==> src/rtl/bft_packet_injector_pkg.sv <==
// Shared leaf packet format for the BFT injector and leaf_interface.
// Field layout: [48] valid, [47:43] leaf, [42:39] port, [38:32] addr, [31:0] payload.
package bft_packet_injector_pkg;

  localparam int PACKET_BITS           = 49;
  localparam int PAYLOAD_BITS          = 32;
  localparam int NUM_LEAF_BITS         = 5;
  localparam int NUM_PORT_BITS         = 4;
  localparam int NUM_ADDR_BITS         = 7;
  localparam int FREESPACE_UPDATE_SIZE = 64;
  localparam int FIFO_DEPTH            = 4;

  localparam int VALID_BIT = PACKET_BITS - 1;
  localparam int LEAF_LSB  = PAYLOAD_BITS + NUM_ADDR_BITS + NUM_PORT_BITS;
  localparam int PORT_LSB  = PAYLOAD_BITS + NUM_ADDR_BITS;
  localparam int ADDR_LSB  = PAYLOAD_BITS;

  // A packet whose addr field is all-ones carries a freespace (credit) update.
  localparam logic [NUM_ADDR_BITS-1:0] CREDIT_ADDR = '1;

  typedef enum logic [1:0] {
    ST_IDLE   = 2'd0,
    ST_SEND   = 2'd1,
    ST_RESEND = 2'd2
  } inj_state_e;

  function automatic logic [PACKET_BITS-1:0] make_packet(
    input logic [NUM_LEAF_BITS-1:0] leaf,
    input logic [NUM_PORT_BITS-1:0] port,
    input logic [NUM_ADDR_BITS-1:0] addr,
    input logic [PAYLOAD_BITS-1:0]  payload
  );
    return {1'b1, leaf, port, addr, payload};
  endfunction

endpackage

==> src/rtl/bft_packet_injector_fifo.sv <==
// Small synchronous skid FIFO holding user words until credits allow them out.
module injector_fifo #(
  parameter int DEPTH = 4,
  parameter int WIDTH = 32
) (
  input  logic             clk,
  input  logic             rst,
  input  logic             wr_en,
  input  logic [WIDTH-1:0] wr_data,
  input  logic             rd_en,
  output logic [WIDTH-1:0] rd_data,
  output logic             full,
  output logic             empty
);

  localparam int AW = $clog2(DEPTH);

  logic [WIDTH-1:0] mem_q [DEPTH];
  logic [WIDTH-1:0] mem_d [DEPTH];
  logic [AW:0]      wr_ptr_q, wr_ptr_d;
  logic [AW:0]      rd_ptr_q, rd_ptr_d;

  // Pointers carry one extra wrap bit so full and empty are distinguishable.
  assign empty   = (wr_ptr_q == rd_ptr_q);
  assign full    = (wr_ptr_q[AW] != rd_ptr_q[AW]) &&
                   (wr_ptr_q[AW-1:0] == rd_ptr_q[AW-1:0]);
  assign rd_data = mem_q[rd_ptr_q[AW-1:0]];

  always_comb begin
    mem_d    = mem_q;
    wr_ptr_d = wr_ptr_q;
    rd_ptr_d = rd_ptr_q;
    if (wr_en && !full) begin
      mem_d[wr_ptr_q[AW-1:0]] = wr_data;
      wr_ptr_d = wr_ptr_q + (AW+1)'(1);
    end
    if (rd_en && !empty) begin
      rd_ptr_d = rd_ptr_q + (AW+1)'(1);
    end
  end

  always_ff @(posedge clk or posedge rst) begin
    if (rst) begin
      mem_q    <= '{default: '0};
      wr_ptr_q <= '0;
      rd_ptr_q <= '0;
    end else begin
      mem_q    <= mem_d;
      wr_ptr_q <= wr_ptr_d;
      rd_ptr_q <= rd_ptr_d;
    end
  end

endmodule

==> src/rtl/bft_packet_injector.sv <==
// Transmit endpoint: turns a user word stream into credit-limited BFT packets
// for one destination leaf/port, honouring the switch's resend request.
module bft_packet_injector
  import bft_packet_injector_pkg::*;
(
  input  logic                       clk_bft,
  input  logic                       reset_bft,
  input  logic [NUM_LEAF_BITS-1:0]   dst_leaf,
  input  logic [NUM_PORT_BITS-1:0]   dst_port,
  input  logic [PAYLOAD_BITS-1:0]    din_user,
  input  logic                       din_user_ap_vld,
  output logic                       din_user_ap_ack,
  output logic [PACKET_BITS-1:0]     dout_leaf_injector2bft,
  input  logic [PACKET_BITS-1:0]     din_leaf_bft2injector,
  input  logic                       resend,
  output logic [NUM_ADDR_BITS:0]     credits
);

  localparam int CW = NUM_ADDR_BITS + 1;
  localparam logic [CW:0]   MAX_CREDITS = (CW+1)'(1 << NUM_ADDR_BITS);
  localparam logic [CW-1:0] MAX_UPDATE  = CW'(FREESPACE_UPDATE_SIZE);

  inj_state_e               state_q, state_d;
  logic [PACKET_BITS-1:0]   dout_q, dout_d;
  logic [PACKET_BITS-1:0]   last_q, last_d;
  logic [NUM_ADDR_BITS-1:0] addr_q, addr_d;
  logic [CW-1:0]            credits_q, credits_d;

  logic                     fifo_full, fifo_empty;
  logic [PAYLOAD_BITS-1:0]  fifo_word;
  logic                     resend_go, send_go, ret_hit;
  logic [CW-1:0]            ret_n;
  logic [CW:0]              credit_sum;
  logic                     unused_din;

  assign din_user_ap_ack = din_user_ap_vld && !fifo_full && !reset_bft;

  injector_fifo #(
    .DEPTH (FIFO_DEPTH),
    .WIDTH (PAYLOAD_BITS)
  ) u_fifo (
    .clk     (clk_bft),
    .rst     (reset_bft),
    .wr_en   (din_user_ap_ack),
    .wr_data (din_user),
    .rd_en   (send_go),
    .rd_data (fifo_word),
    .full    (fifo_full),
    .empty   (fifo_empty)
  );

  // Leaf field and upper payload bits of returned packets carry nothing for us.
  assign unused_din = ^{din_leaf_bft2injector[LEAF_LSB +: NUM_LEAF_BITS],
                        din_leaf_bft2injector[PAYLOAD_BITS-1:NUM_ADDR_BITS]};

  always_comb begin
    ret_hit = din_leaf_bft2injector[VALID_BIT] &&
              (din_leaf_bft2injector[PORT_LSB +: NUM_PORT_BITS] == dst_port) &&
              (din_leaf_bft2injector[ADDR_LSB +: NUM_ADDR_BITS] == CREDIT_ADDR);
    ret_n = '0;
    if (ret_hit) begin
      ret_n = {1'b0, din_leaf_bft2injector[NUM_ADDR_BITS-1:0]};
      if (ret_n > MAX_UPDATE) ret_n = MAX_UPDATE;
    end

    resend_go = resend && (state_q == ST_SEND || state_q == ST_RESEND);
    send_go   = !resend_go && !fifo_empty && (credits_q != '0);

    state_d = ST_IDLE;
    dout_d  = '0;
    last_d  = last_q;
    addr_d  = addr_q;
    if (resend_go) begin
      state_d = ST_RESEND;
      dout_d  = last_q;
    end else if (send_go) begin
      state_d = ST_SEND;
      dout_d  = make_packet(dst_leaf, dst_port, addr_q, fifo_word);
      last_d  = dout_d;
      addr_d  = addr_q + NUM_ADDR_BITS'(1);
    end

    // send_go implies credits_q >= 1, so the subtraction never underflows.
    credit_sum = {1'b0, credits_q} + {1'b0, ret_n} - {{CW{1'b0}}, send_go};
    if (credit_sum > MAX_CREDITS) credits_d = MAX_CREDITS[CW-1:0];
    else                          credits_d = credit_sum[CW-1:0];
  end

  always_ff @(posedge clk_bft or posedge reset_bft) begin
    if (reset_bft) begin
      state_q   <= ST_IDLE;
      dout_q    <= '0;
      last_q    <= '0;
      addr_q    <= '0;
      credits_q <= MAX_CREDITS[CW-1:0];
    end else begin
      state_q   <= state_d;
      dout_q    <= dout_d;
      last_q    <= last_d;
      addr_q    <= addr_d;
      credits_q <= credits_d;
    end
  end

  assign dout_leaf_injector2bft = dout_q;
  assign credits                = credits_q;

endmodule
==> config.mk <==
export PLATFORM = sky130hd
export DESIGN_NAME = bft_packet_injector
export DESIGN_NICKNAME = d
export VERILOG_FILES = /design/src/rtl/bft_packet_injector_pkg.sv /design/src/rtl/bft_packet_injector_fifo.sv /design/src/rtl/bft_packet_injector.sv
export SDC_FILE = /design/constraint.sdc
export NUM_CORES = 1
export LEC_CHECK = 0
export BUFFER_PORTS_ARGS = -buffer_cell sky130_fd_sc_hd__clkbuf_2
export CAP_MARGIN = 20
export CORE_ASPECT_RATIO = 0.5
export CORE_MARGIN = 2
export CORE_UTILIZATION = 39
export DETAILED_ROUTE_END_ITERATION = 6
export PLACE_DENSITY = 0.57
export RECOVER_POWER = 100
export SLEW_MARGIN = 10
export SYNTH_ARGS = -nofsm -noshare
export SYNTH_HDL_FRONTEND = slang
export SYNTH_SLANG_ARGS = --single-unit
==> constraint.sdc <==
create_clock -name clk_bft -period 18.7 [get_ports clk_bft]
set_input_delay 3.74 -clock clk_bft [delete_from_list [all_inputs] [get_ports clk_bft]]
set_output_delay 3.74 -clock clk_bft [all_outputs]
set_load 0.005 [all_outputs]
-- After elaboration in Yosys (flattened, before gate mapping)
Cells that the tools add are included.
Widths: inputs -> output; s select.
- bits in registers: 249
- word-level logic and storage cells: 62
- $add $sub $neg: 5
- magnitude comparators: 5
- eq/ne operators: 7
- mux-type cells: 13
- bitwise logic cells: 3
- reduce and logical (&&, ||, !) cells: 18
- operators by type and width (cell ; number):
    $bwmux 128 ; 1
    $mux 49 ; 2
    $mux 32 ; 3
    $bmux 32 s2 ; 1
    $demux 32 s2 ; 1
    $mux 7 ; 2
    $logic_and 1x1->1 ; 11
    $add 8x8->9 ; 1
    $gt 9x8->1 const B ; 1
    $sub 9x1->9 ; 1
    $mux 8 ; 1
    $reduce_bool 8->1 ; 1
    $add 7x1->7 const B ; 1
    $eq 7x7->1 const B ; 1
    $gt 7x7->1 const B ; 1
    $add 3x1->3 const B ; 2
    $ge 3x3->1 const B ; 2
    $not 2->3 ; 2
    $eq 4x4->1 ; 1
    $logic_not 1->1 ; 4
    $eq 3x3->1 ; 1
    $lt 3x1->1 const B ; 1
    $eq 2x1->1 const B ; 1
    $eq 2x2->1 ; 1
    7 further kinds ; 7

-- Longest topological paths before layout
Gate-level depths: netlist (run 1).
- depth in word-level cells: 9
- depth in mapped cells: 18
- gate-level depth less buffers: 15

-- Cells and area by module
A second synthesis (run 1) with hierarchy kept.
- cell total of the unflattened synthesis: 714
- area, all modules: 11388.4 um^2
- modules (own cells, without submodules) (module ; times used ; cells each ; area each (um^2)):
    injector_fifo ; 1 ; 356 ; 6532.5
    bft_packet_injector ; 1 ; 358 ; 4855.9

-- Worst setup path after synthesis (run 1)
OpenSTA, ideal clock, no wires.
- kind: input-to-output
- start point: in reset_bft
- end point: out din_user_ap_ack
- data arrival time: 9.759 ns
- slack: 5.201 ns
- stages on the path: 3
- buffers on the path: 1
- path through: inv_1 > o311a_1 > buf_4
- longest elaborated chain between the ends: 2
- ends and longest elaborated chain (item ; RTL line ; RTL):
    start, declared ; bft_packet_injector.sv:7 ; input logic reset_bft,
    $logic_not 1->1 (no line) ; -- ;
    $logic_and 1x1->1 ; bft_packet_injector.sv:36 ; assign din_user_ap_ack = din_user_ap_vld && !fifo_full && !reset_bft;
    end, declared ; bft_packet_injector.sv:12 ; output logic din_user_ap_ack,
Every way passes these cells.

-- Worst setup path after layout (run 1)
Ends and elaborated chain as after synthesis.

==> results of run 1 <==
==> path summary, 6_finish.rpt <==
path                                                   end  slack [ns]  cells past startpoint
max in group asynchronous                        addr_q[2]       10.76                      4
worst min-delay path            dout_leaf_injector2bft[47]        0.47                      2
min in group asynchronous                       last_q[46]        3.39                      2
worst max register to register  dout_leaf_injector2bft[29]       12.41                      7
worst max-delay path                       din_user_ap_ack        9.84                      4
worst min register to register  dout_leaf_injector2bft[47]        0.47                      2
==> metal layers <==
layer  part of all wire  vias to the layer above
met5            0.00072                        -
met4              0.016                        2
met3              0.042                       28
met2               0.48                       90
met1               0.46                     3302
li1                   -                     2936
==> final cells by class <==
| type | instances | share of cell area |
|---|---|---|
| sequential | 249 | 0.507 |
| multi-input combinational | 464 | 0.332 |
| clock buffer | 34 | 0.0576 |
| timing repair buffer | 130 | 0.0496 |
| tap | 352 | 0.0358 |
| inverter | 30 | 0.00977 |
| clock inverter | 10 | 0.00845 |
| antenna | 1 | 0.000204 |
==> cells in the final DEF (no fill, tap or decap), types with 2 or more instances in the layout <==
cell / n
nand2b_1: 2
clkbuf_16: 24
a21oi_1: 6
nor3b_1: 2
ha_1: 21
nand3_1: 2
nand2_1: 107
nand4_1: 8
mux2_2: 118
buf_4: 2
nor4_1: 3
nor3_1: 3
mux2_1: 10
xnor2_1: 19
mux4_2: 32
and2_0: 32
clkinv_2: 7
nor2_1: 10
clkbuf_2: 91
clkbuf_8: 7
a21o_1: 68
dfrtp_1: 246
clkbuf_1: 40
inv_1: 29
dfrtp_2: 2
xor2_1: 3
o21ai_0: 2
and3_1: 3
==> cells by family after synthesis <==
group | count (synthesis) | synth area share
adders and majority gates | 22 | 0.0265
buffers and inverters | 69 | 0.0327
DFF | 249 | 0.584
and+or+nand+nor | 175 | 0.0764
AOI/OAI and AO/OA | 83 | 0.0572
xor gates and xnor gates | 23 | 0.0196
muxes | 161 | 0.204
==> worst max-delay path, cell delays in order <==
cell and delay, ns:
clkbuf_1 0.13, inv_8 0.57, o311a_1 0.47, clkbuf_1 0.15
==> where the power goes <==
| part | switching (mW) | internal (mW) | leakage [nW] | total (mW) |
|---|---|---|---|---|
| registers | 0.125 | 0.816 | 3.04 | 0.940 |
| logic | 0.501 | 0.515 | 2.58 | 1.02 |
| clock network | 0.211 | 0.280 | 0.407 | 0.491 |
| total | 0.837 | 1.61 | 6.02 | 2.45 |
==> registers in the layout, indices dropped and copies added, names as in the netlist <==
signal                  cells
u_fifo.mem_q              128
dout_leaf_injector2bft     49
last_q                     49
credits                     8
addr_q                      7
u_fifo.rd_ptr_q             3
u_fifo.wr_ptr_q             3
state_q                     2
==> impl_summary.md, run 1 <==
Run status
The flow ran to the end, but the final reports show violations. The final reports fail on max-capacitance violations, max-slew violations.

Routing
The detailed router finished its first iteration with 330 violations. Summed over all layers, the routed wires come to 22,100 um. After detailed routing, the number of vias per cell comes to 5.01. The post-detailed-route DRC marker count is 0. The routed length per placed instance is 17.4 um. Once detail routing completed, the nets flagged for antenna violations numbered 0. The pre-antenna-repair detailed-routing pass consisted of 7 iterations.

Detailed routing inserted a total of 6,358 vias.

Logic synthesis
Yosys attributes the largest share of cell area to dfrtp_1, mux2_2, mux4_2. The number of distinct library cells after synthesis is 41. In the synthesized netlist, the cells that appear most often are dfrtp_1, mux2_2, nand2_1. Synthesis produced a netlist with a net count of 898. A synthesized cell averages 13.6 um2. Of the post-synthesis cell area, the dominant cell type holds 0.582. The cell with the most instances after synthesis is dfrtp_1. Counting flops with a built-in enable in the synthesized netlist gives 0. The synthesized netlist cell count is 782.

The largest total area in the synthesized netlist belongs to dfrtp_1. The warning count from the yosys run is 0. The proportion of synthesized flip-flops having asynchronous set or reset is 1.00. The register bit total from synthesis is 249. The share of the Yosys chip area taken by registers is 0.584. The post-synthesis instance area is 0.0107 mm2. For this run, the leading register cell type out of synthesis is dfrtp_1.

CTS
The clock network latency to the later pin of the worst-skew pair is 0.54 ns. The clock-pin slew of the registers on the worst-case setup and hold paths is 0.06 ns. The root cell of the clock tree is clkbuf_16. The total of hold buffers inserted after clock tree synthesis is 0. CTS built an H-tree with a depth of 1. Buffers inserted during clock tree synthesis total 24. The worst-case clock buffer depth is 3. The number of setup buffers added after CTS is 0.

The number of gates resized after CTS is 0. TritonCTS built the clock tree. The clock drives 249 sinks.

STA
The final hold violation count is 0. The clock period could shrink to 8.86 ns. Setup repair after global routing left no endpoint under its margin. The worst hold slack after final layout is 0.472 ns. The total negative slack for setup checks is 0 ns.

The worst slew margin relative to its limit is -1.24. Setup violations remaining at the end of the flow were counted as 0. For the final database, setup skew stands at 0.0185 ns. Of the available clock period, the critical path in the final layout requires 0.474. The final number of max-transition violations was 387. The final worst-path setup slack is 9.84 ns. Derived from the worst setup path, the maximum achievable clock frequency is 113 MHz. The worst-margin pin slew is 3.36 ns.

Setup path
The maximum net fanout on the critical path is 119. The start point of the critical path is reset_bft. For the worst setup path, the data required time is 14.96 ns. The worst setup path is of the input port to primary output kind. Data arrives at the worst endpoint at 5.12 ns. The worst setup path is captured at a primary output. The worst setup path is launched from an input port. The startpoint identified for the worst register-to-register timing path is credits[6].

Worst hold path
The type of the most critical hold path is register to register. In this run the most critical hold path is launched from last_q[47].

Layout
The cell area after layout is 0.0123 mm2. The post-layout instance count excluding filler cells is 1,270. At the end of the flow the core is filled with cells to 0.462. The sequential cells in the finished layout cover a total of 0.00623 mm2. The synthesis-to-layout area growth is 15.2%. The share of post-route cells with drive strength above 1 is 0.316. The area taken by multi-input logic gates is 0.00408 mm2. At the end of the flow, the number of nets in the layout was 1,015. Fill cells in the final layout number 2,414.

Place
Prior to clock tree synthesis, the placed netlist has a worst setup slack of 9.66 ns. The placed instance count is 1,224. Input and output buffers added on the ports amount to 121. The area after detailed placement is 0.0116 mm2. Routability-driven placement finished with a final weighted congestion of 0.757. The post-DP HPWL is 13,100 um.

GRT
The pin count of the biggest net entering global routing is 120. The met1 global-route usage is 0.210. The first-pass GRT wire length is 35,700 um. In the global route stage, overall resource usage came out at 0.159.

The layer flagged by global routing as most heavily used is met2. The initial antenna violation count is 1. The via count of the first global-routing pass is 6,652. For this run, global-route usage on met3 was measured as 0.0357. The total overflow left after global routing is 0.

The global routing usage on met2 is 0.270.

Die
The die span in x is 238 um. The starting density of the core is 0.401. The I/O pin count is 152. The die covers 0.0288 mm2.

The core area is 0.0266 mm2. In this run the vertical extent of the chip is 121 um. The number of placement rows is 42.

Power and ir drop
In this run the power density over the cells is 199 mW/mm2. The worst-case IR drop observed on VDD is 0.000113 V. The static leakage power is 6.02 nW.

The overall power consumption is 2.45 mW.

Run
The number of max-capacitance violations reported is 9.
No activity file was read; power rests on OpenSTA's default activity.
==> run 2: changes to the inputs <==
--- a/config.mk
+++ b/config.mk
@@ -11,7 +11,7 @@
 export CORE_MARGIN = 2
 export CORE_UTILIZATION = 39
 export DETAILED_ROUTE_END_ITERATION = 6
-export PLACE_DENSITY = 0.57
+export PLACE_DENSITY = 0.59
 export RECOVER_POWER = 100
 export SLEW_MARGIN = 10
 export SYNTH_ARGS = -nofsm -noshare
==> constraint.sdc (replaced) <==
create_clock -name clk_bft -period 7.23 [get_ports clk_bft]
set_input_delay 1.446 -clock clk_bft [delete_from_list [all_inputs] [get_ports clk_bft]]
set_output_delay 1.446 -clock clk_bft [all_outputs]
set_load 0.005 [all_outputs]
==> impl_summary.md, run 2 (synthesis results as in run 1) <==
Setup path
Among cell families on the critical path, the largest total delay comes from buffers and inverters. The number of buffers and inverters on the critical path is 4. The critical path required time is 7.66 ns.

Traced cell by cell, the critical path runs through clkbuf_1 -> and2_2 -> a221o_2 -> clkbuf_1 -> inv_2 -> buf_4 -> and2_0 -> a21o_1. The cell that appears most often on the critical path is clkbuf_1. The number of cells on the worst reg-to-reg path is 7. The worst-path cell with the longest stage delay is clkbuf_1. STA classifies the critical path endpoint as a register. Data on the critical path arrives at its endpoint at 5.84 ns. The maximum net fanout on the critical path is 55. The setup path with the least slack is of type input port to register. The startpoint type of the worst setup path is an input port. The critical path runs through a total of 8 cells. The peak per-stage delay on the critical path is 2.25 ns.

STA
Clock skew on the completed layout was measured at 0.0100 ns. The share of the cycle needed by the critical path after routing is 0.749. The final number of max-transition violations is 240. Setup repair after global routing left no endpoint under its margin. For the final routed database, the setup TNS stands at 0 ns.

Derived from the worst setup path, the maximum achievable clock frequency is 185 MHz. Setup violations remaining at the end of the flow were counted as 0. The worst slew margin relative to its limit is -1.12. The worst-margin pin slew is 3.18 ns. The final worst-path setup slack is 1.81 ns. The minimum period implied by the final worst setup slack is 5.42 ns. The final hold violation count was 0.

CTS
The number of gates resized after CTS is 0. The number of CTS-inserted buffers is 25. After clock tree synthesis, the clock-pin slew on the worst setup and hold paths is 0.06 ns.

Clock latency on the worst-skew pair, taken at its later pin, is 0.54 ns. Post-CTS timing repair inserted 0 buffers for setup. In this run the deepest clock path goes through 3 buffers. CTS built an H-tree with a depth of 1. The count of clock tree sinks is 249.

The total of hold buffers inserted after clock tree synthesis is 0. The tree is rooted in a clkbuf_16. TritonCTS built the clock tree.

Run status
The checks that failed: max-capacitance violations, max-slew violations. The flow ran to the end, but the final reports show violations.

Layout
The post-layout instance count excluding filler cells is 1,271. The area growth from synthesis to layout is 16.2%. In the final design database the tool counted 1,015 nets.

The top cell types in the final layout, fill and taps aside, are dfrtp_1, mux2_2, nand2_1. The area taken by multi-input logic gates is 0.00408 mm2. Leaving out fill and tap cells, the most frequent cell in the layout is dfrtp_1. u_fifo.mem_q holds more flip-flops than any other register. The register with the most flip-flops in the layout has 128 of them. The layout has 2,397 filler cells. The end-of-flow core utilization is 0.465. Of the cells placed in the final design, the portion with a size suffix greater than 1 is 0.320.

The cell area after layout is 0.0124 mm2. The sequential cells in the finished layout cover a total of 0.00623 mm2.

Power and ir drop
For this design the ratio of total power to cell area is 522 mW/mm2. The static leakage power is 6.07 nW. Of the total power, combinational logic draws 0.408.

Of the total power, the clock network draws 0.216. The internal power of the cells totals 4.29 mW. The switching power summed over all nets is 2.18 mW. The fraction of power spent switching nets is 0.337. The register share of total power is 0.377.

The maximum ir drop on the vdd rail is 0.000291 V.

Routing
The via count is 6,323. The routed wire length is 21,900 um. Dividing the detail-routed wire length by the instance count gives 17.2 um.

The first TritonRoute pass finished after 4 iterations. The number of vias per cell after detailed routing is 4.97. The number of DRC violations after detailed-routing iteration 0 is 342. The remaining antenna violation count is 0.

The post-detailed-route DRC marker count is 0.

Die
The I/O pin count is 152. The total die area is 0.0288 mm2. Row generation in the floorplan step produced 42 rows.

From left edge to right edge, the die measures 238 um. In this run the vertical extent of the chip is 121 um. The core area is 0.0266 mm2.

For this configuration, the core starts out at a cell density of 0.401.

Place
The setup slack after placement is 2.49 ns. During placement, the flow inserted port buffers numbering 121. The post-DP HPWL is 12,900 um.

Including well taps, the total number of placed cells is 1,224. The placed instances occupy a cell area of 0.0116 mm2. At the end of routability-driven placement, the weighted congestion stood at 0.759.

Worst hold path
The type of the most critical hold path is register to register. The worst hold path was traced through 2 stages.

GRT
The overall track demand over capacity in global routing is 0.156. Summed over all layers, the global routing overflow is 0. The via count of the first global-routing pass is 6,598. The initial antenna violation count is 0. The first-pass GRT wire length is 35,300 um.

The pin count of the biggest net entering global routing is 161.

Run
The number of max-capacitance violations reported is 6.
-- run 2: cell type report --
class / instances / share of cell area
multi-input cells: 464 / 0.329
diodes: 1 / 0.000202
inverters: 30 / 0.00919
repair buffers: 129 / 0.0507
flip-flops and latches: 249 / 0.503
well taps: 352 / 0.0355
clock inverters: 8 / 0.0108
clock buffers: 38 / 0.0617
-- run 2: worst paths after layout --
| path | start | to | slack (ns) |
|---|---|---|---|
| worst min register to register | last_q[48] | dout_leaf_injector2bft[48] | 0.47 |
| worst max-delay path | resend | dout_leaf_injector2bft[31] | 1.81 |
| max in group asynchronous | reset_bft | u_fifo.rd_ptr_q[1] | 4.73 |
| worst min-delay path | last_q[48] | dout_leaf_injector2bft[48] | 0.47 |
| worst max register to register | credits[6] | dout_leaf_injector2bft[31] | 1.96 |
| min in group asynchronous | reset_bft | addr_q[1] | 1.08 |
-- run 2: per-layer routing --
layer	vias to the layer above	routed length [um]	part of all wire	GRT usage
met5	-	0	0	0
li1	2937	-	-	-
met1	3258	10100	0.46	0.208
met2	89	10600	0.48	0.265
met4	0	414	0.019	0.0350
met3	39	850	0.039	0.0334
-- run 2: worst register-to-register path, delay by kind of cell, from the launching register on --
| family | cells | cell delay, ns |
|---|---|---|
| buffers and inverters | 3 | 3.64 |
| AND/OR/NAND/NOR | 2 | 0.71 |
| AO/OA/AOI/OAI | 2 | 0.41 |
| flip-flops | 1 | 0.40 |
-- run 2: stage by stage --
step	power [mW]	hold slack (ns)
after detailed placement	5.15	0.452
after floorplan	4.48	0.435
after global routing	6.95	0.486
after CTS	6.58	0.469
after global placement	5.05	0.449
final	6.47	0.471
-- run 2: power groups by stage --
stage | logic (mW) | clock network [mW] | registers [mW]
finish | 2.64 | 1.39 | 2.44
global route | 2.94 | 1.50 | 2.51
detailed placement | 2.70 | 0 | 2.46
floorplan | 2.09 | 0 | 2.38
global placement | 2.62 | 0 | 2.42
CTS | 2.71 | 1.43 | 2.44
